[config.mk]
export PLATFORM = sky130hd
export DESIGN_NAME = pulse_compressor
export DESIGN_NICKNAME = d
export VERILOG_FILES = /design/src/rtl/pulse_pkg.sv /design/src/rtl/dff.sv /design/src/rtl/sat_counter.sv /design/src/rtl/pulse_compressor.sv
export SDC_FILE = /design/constraint.sdc
export NUM_CORES = 1
export LEC_CHECK = 0
export CAP_MARGIN = 20
export CORE_AREA = 2 2 50 52
export DETAILED_ROUTE_END_ITERATION = 6
export DIE_AREA = 0 0 52 54
export PLACE_DENSITY = 0.71
export SYNTH_ARGS = -nofsm -noshare
export SYNTH_HDL_FRONTEND = slang
export SYNTH_SLANG_ARGS = --single-unit
[constraint.sdc]
create_clock -name i_clk -period 2 [get_ports i_clk]
set_clock_uncertainty 0.2 [all_clocks]
set_input_delay 0.2 -clock i_clk [delete_from_list [all_inputs] [get_ports i_clk]]
set_output_delay 0.2 -clock i_clk [all_outputs]
set_load 0.01 [all_outputs]
[src/rtl/pulse_pkg.sv]
// Shared types and helpers for the pulse compressor and related width-measuring blocks.
package pulse_pkg;

  // Compressor FSM states.
  typedef enum logic [1:0] {
    IDLE  = 2'd0,
    QUAL  = 2'd1,
    HIGH  = 2'd2,
    STUCK = 2'd3
  } pc_state_t;

  // Bits needed to hold a count of 0..max_val inclusive.
  function automatic int cnt_width(input int max_val);
    return $clog2(max_val + 1);
  endfunction

endpackage

[src/rtl/dff.sv]
// Generic enabled D flip-flop bank with asynchronous active-low reset.
module dff #(
  parameter int W = 1
) (
  input  logic         i_clk,
  input  logic         i_rst_n,
  input  logic         i_en,
  input  logic [W-1:0] i_d,
  output logic [W-1:0] o_q
);

  logic [W-1:0] r_q;

  // Capture i_d whenever enabled; clear on reset.
  always_ff @(posedge i_clk or negedge i_rst_n) begin
    if (!i_rst_n) begin
      r_q <= '0;
    end else if (i_en) begin
      r_q <= i_d;
    end
  end

  assign o_q = r_q;

endmodule

[src/rtl/sat_counter.sv]
// Up-counter that saturates at MAX, with synchronous clear taking priority over increment.
module sat_counter #(
  parameter int W   = 8,
  parameter int MAX = 255
) (
  input  logic         i_clk,
  input  logic         i_rst_n,
  input  logic         i_clr,
  input  logic         i_inc,
  output logic [W-1:0] o_count,
  output logic         o_at_max
);

  localparam logic [W-1:0] MaxVal = W'(MAX);

  logic [W-1:0] r_count;
  logic         w_at_max;

  assign w_at_max = (r_count == MaxVal);

  // Count up on i_inc until MaxVal, then hold; i_clr wins over i_inc.
  always_ff @(posedge i_clk or negedge i_rst_n) begin
    if (!i_rst_n) begin
      r_count <= '0;
    end else if (i_clr) begin
      r_count <= '0;
    end else if (i_inc && !w_at_max) begin
      r_count <= r_count + W'(1);
    end
  end

  assign o_count  = r_count;
  assign o_at_max = w_at_max;

endmodule

[src/rtl/pulse_compressor.sv]
// Turns a pulse of arbitrary length into a single-cycle strobe, rejecting short glitches,
// flagging stuck-high inputs and reporting the measured width of each qualified pulse.
module pulse_compressor
  import pulse_pkg::*;
#(
  parameter int MIN_WIDTH = 2,
  parameter int MAX_WIDTH = 255,
  localparam int CNT_W    = cnt_width(MAX_WIDTH)
) (
  input  logic             i_clk,
  input  logic             i_rst_n,
  input  logic             i_en,
  input  logic             i_d,
  output logic             o_q,
  output logic             o_rejected,
  output logic             o_too_long,
  output logic             o_width_valid,
  output logic [CNT_W-1:0] o_width
);

  if (MIN_WIDTH < 1 || MIN_WIDTH >= MAX_WIDTH) begin : g_bad_params
    $error("pulse_compressor: need 1 <= MIN_WIDTH < MAX_WIDTH");
  end

  // Comparisons are done one bit wider so cnt+1 never wraps.
  localparam logic [CNT_W:0] MinCmp = (CNT_W + 1)'(MIN_WIDTH);
  localparam logic [CNT_W:0] MaxCmp = (CNT_W + 1)'(MAX_WIDTH);

  logic             w_d_r;
  logic [CNT_W-1:0] w_cnt;
  logic             w_at_max;
  logic             w_clr;
  logic             w_inc;
  logic [CNT_W:0]   w_cnt_p1;

  pc_state_t        r_state;
  logic             r_q;
  logic             r_rejected;
  logic             r_too_long;
  logic             r_width_valid;
  logic [CNT_W-1:0] r_width;

  // Single input register; its load edge is the sampling edge for d.
  dff #(
    .W (1)
  ) u_d_reg (
    .i_clk   (i_clk),
    .i_rst_n (i_rst_n),
    .i_en    (1'b1),
    .i_d     (i_d),
    .o_q     (w_d_r)
  );

  // Run length of consecutive high samples; a low sample or disable clears it.
  assign w_clr = ~i_en | ~w_d_r;
  assign w_inc = w_d_r & ~w_at_max;

  sat_counter #(
    .W   (CNT_W),
    .MAX (MAX_WIDTH)
  ) u_cnt (
    .i_clk    (i_clk),
    .i_rst_n  (i_rst_n),
    .i_clr    (w_clr),
    .i_inc    (w_inc),
    .o_count  (w_cnt),
    .o_at_max (w_at_max)
  );

  assign w_cnt_p1 = {1'b0, w_cnt} + (CNT_W + 1)'(1);

  // Qualify / track / report FSM with all outputs registered; strobes default low each edge.
  always_ff @(posedge i_clk or negedge i_rst_n) begin
    if (!i_rst_n) begin
      r_state       <= IDLE;
      r_q           <= 1'b0;
      r_rejected    <= 1'b0;
      r_too_long    <= 1'b0;
      r_width_valid <= 1'b0;
      r_width       <= '0;
    end else begin
      r_q           <= 1'b0;
      r_rejected    <= 1'b0;
      r_too_long    <= 1'b0;
      r_width_valid <= 1'b0;
      if (!i_en) begin
        // Drop any pulse in progress silently; r_width keeps the last report.
        r_state <= IDLE;
      end else begin
        unique case (r_state)
          IDLE: begin
            if (w_d_r) begin
              if (MIN_WIDTH == 1) begin
                r_state <= HIGH;
                r_q     <= 1'b1;
              end else begin
                r_state <= QUAL;
              end
            end
          end
          QUAL: begin
            if (!w_d_r) begin
              r_state    <= IDLE;
              r_rejected <= 1'b1;
            end else if (w_cnt_p1 == MinCmp) begin
              r_state <= HIGH;
              r_q     <= 1'b1;
            end
          end
          HIGH: begin
            if (!w_d_r) begin
              r_state       <= IDLE;
              r_width_valid <= 1'b1;
              r_width       <= w_cnt;
            end else if (w_cnt_p1 == MaxCmp) begin
              r_state    <= STUCK;
              r_too_long <= 1'b1;
            end
          end
          STUCK: begin
            // Counter is pinned at MAX_WIDTH here, so the report saturates too.
            if (!w_d_r) begin
              r_state       <= IDLE;
              r_width_valid <= 1'b1;
              r_width       <= w_cnt;
            end
          end
          default: r_state <= IDLE;
        endcase
      end
    end
  end

  assign o_q           = r_q;
  assign o_rejected    = r_rejected;
  assign o_too_long    = r_too_long;
  assign o_width_valid = r_width_valid;
  assign o_width       = r_width;

endmodule

==> summary.txt, run 1 <==
Power and ir drop
  – Clock power share: 0.278
  – Switching share of power: 0.220
  – Internal power: 0.000578 W
  – Reg power frac: 0.646
  – Leakage: 0.587 nW
  – PwrDens: 528 nW/um^2
  – Sw power: 0.000163 W
  – Comb power frac: 0.075
  – Max VDD drop: 0.431 mV

Drt
  – Initial DRT Pass Iterations: 4
  – Post-route ant nets: 0
  – Iter 0 DRT Violations: 10
  – DR WL/cell: 14.6 um
  – DRC: 0
  – Via-to-Cell Ratio: 5.13
  – Final wirelength: 2100 um
  – Routed vias: 738

STA
  – PnR worst setup slack: 0.0148 ns
  – Tmin final: 1.99 ns
  – Final hold vios: 0
  – Unrepaired setup endpoints after global routing: true
  – Setup TNS Final: 0 ns
  – Rel. slew slack: 0.702
  – Worst Max-Slew Pin Slew: 0.446 ns
  – FMAX: 504 MHz
  – Slew Limit Fails: 0
  – Fin crit share: 0.993
  – Setup violators final: 0

Global route
  – Initial antenna violation count: 0
  – GRT overflow: 0
  – Tot GR Track Use: 0.168
  – Largest net degree at the start of global routing: 24
  – First-pass GRT wire length: 3400 um
  – Number of global-route vias before repair: 759

Die
  – Boundary pin count: 16
  – Cell row count: 18
  – Core outline area: 2320 um^2
  – Die X: 52 um
  – Die span in y: 54 um
  – Initial core utilization: 0.437
  – Die area: 2810 um^2

Layout
  – Final Cell Area: 1400 um^2
  – Commonest cells after routing, fill and taps aside: 21 x dfrtp_1, 15 x clkdlybuf4s50_1, 9 x buf_4
  – Number of fillers in the final layout: 186
  – Diodes inserted: 0
  – Area Overhead vs Synth: 38.4%
  – Fin nets: 122
  – Commonest non-fill, non-tap cell in the layout: dfrtp_1
  – Share of layout cells above drive strength 1: 0.351

Clock tree
  – Worst-path clk slew: 0.11 ns
  – CTS tree: done
  – Clk sinks: 23
  – CTS Root Buffer Type: clkbuf_4
  – Clock buffer depth: 2
  – Number of hold buffers added after cts: 0
  – H-tree depth: 1
  – Clock network latency to the later pin of the worst-skew pair: 0.31 ns
  – CTS buffer count: 3

Logic synthesis
  – Post-synth top area share: 0.568
  – Mapped cell area: 1010 um^2
  – Area leader, netlist: dfrtp_1
  – Synth Register Bits: 23
  – Synth unique cells: 31
  – Top post-synthesis cells by area: dfrtp_1 57%, mux2_2 6.7%, ha_1 3.7%
  – Synth async-reset ratio: 1.00
  – Synth Flop Type: dfrtp_1
  – Post-synth EDFFs: 0
  – Sequential-to-total area share from yosys stat: 0.568
  – Ys Warns: 0
  – Mapped Nets: 93
  – Cell count after synthesis: 86
  – Mean area per synthesized cell: 11.8 um^2

Place
  – Final HPWL DP: 1360 um
  – Gpl congestion: 0.831
  – DP Worst Slack: -0.0761 ns
  – I/O Buffers: 15
  – Placed Area: 1240 um^2

Setup path
  – CP cell instances: inv_2, ha_4, nand4_1, or4_1, or3_4, o311ai_4
  – Crit end category: register
  – Worst path buffer plus inverter count: 1
  – Largest stage delay on the critical path: 0.52 ns
  – Crit path launch type: register
  – Worst path top cell family by delay: simple AND/OR/NAND/NOR gates
  – Crit path DAT: 2.00 ns
  – Crit path max-delay cell type: or4_1
  – Req. time, crit path: 2.01 ns
  – Max FO, Critical Path: 4
  – Crit path kind: reg2reg

Run
  – Max Cap Violations: 0

Run status
  – Outcome: completed

Min path
  – Worst min-delay path class: in2async
per-layer routing:
metal	share of wire	global-route usage	vias to the layer above
li1	-	-	362
met1	0.43	0.201	359
met2	0.53	0.287	13
met3	0.020	0.0222	4
met4	0.018	0.105	0
met5	0	0	-
through the flow:
stage,hold WS [ns],utilization,power [W],std cells
6_report,0.0262,0.605,0.000741,144
5_1_grt,0.0508,0.605,0.000781,144
4_1_cts,0.0292,0.583,0.000743,142
3_5_place_dp,0.272,0.536,0.000531,136
3_3_place_gp,0.261,0.536,0.000530,136
2_1_floorplan,-0.296,-,0.000500,86
synthesized netlist by cell type, drive strengths merged, types with 2 or more instances:
master,count
nand3,2
o21ai,2
nand2,7
dfrtp,23
and4,2
xor2,2
ha,3
nor3,2
a21oi,5
or2,2
mux2,6
xnor2,3
nor2,6
inv,3
clkbuf,2
nand4,3
power by group through the flow:
stage	clock network, W	registers [W]	logic (W)
2_1_floorplan	0	0.000487	0.0000132
3_3_place_gp	0	0.000485	0.0000446
3_5_place_dp	0	0.000486	0.0000452
4_1_cts	0.000213	0.000478	0.0000530
5_1_grt	0.000238	0.000480	0.0000626
6_report	0.000206	0.000479	0.0000559
logic make-up after synthesis:
family | count (synthesis) | synth area share
multiplexers | 7 | 0.0765
XOR/XNOR | 5 | 0.0432
flip-flops | 23 | 0.568
AND/OR/NAND/NOR | 29 | 0.159
buffers and inverters | 6 | 0.0296
adder cells (fa/ha/maj) | 3 | 0.0370
AO/OA/AOI/OAI | 13 | 0.0864
registers in the layout, indices dropped and copies added, names as in the netlist:
name	flops
o_width	8
u_cnt.o_count	8
r_state	2
o_q	1
o_rejected	1
o_too_long	1
o_width_valid	1
u_d_reg.o_q	1
repair_timing:
| item | 4_1_cts | 5_1_grt |
|---|---|---|
| endpoints found under the hold margin | 0 | 0 |
| resized for setup | 15 | 7 |
| pin swaps | 3 | 3 |
| setup buffers | 2 | 2 |
| endpoints found under the setup margin | 2 | 4 |
final timing paths:
check	from	end	slack, ns	depth (start not counted)
min	i_rst_n	o_width[6]$_DFFE_PN0P_	0.03	2
min reg2reg	r_state[0]$_DFFE_PN0P_	o_too_long$_DFF_PN0_	0.29	1
max in group asynchronous	i_rst_n	u_cnt.o_count[0]$_DFFE_PN0P_	1.34	2
max	u_cnt.o_count[0]$_DFFE_PN0P_	r_state[0]$_DFFE_PN0P_	0.01	6
min in group i_clk	i_d	u_d_reg.o_q$_DFF_PN0_	0.12	1
max reg2reg	u_cnt.o_count[0]$_DFFE_PN0P_	r_state[0]$_DFFE_PN0P_	0.01	6
final cells by class:
type                       count  area [um^2]  area share
inverter                       3         11.3     0.00803
sequential                    23          578       0.412
clock buffer                   4         26.3      0.0187
timing repair buffer          27          251       0.179
multi-input combinational     57          498       0.355
tap                           30         37.5      0.0268
Power figures use the tool's default switching activity.
==> inputs of run 2 (changes only) <==
- ABC_CLOCK_PERIOD_IN_PS: default -> 2000
==> results of run 2 <==
Same layout as run 1: the final DEF is identical, and so are final timing and power.
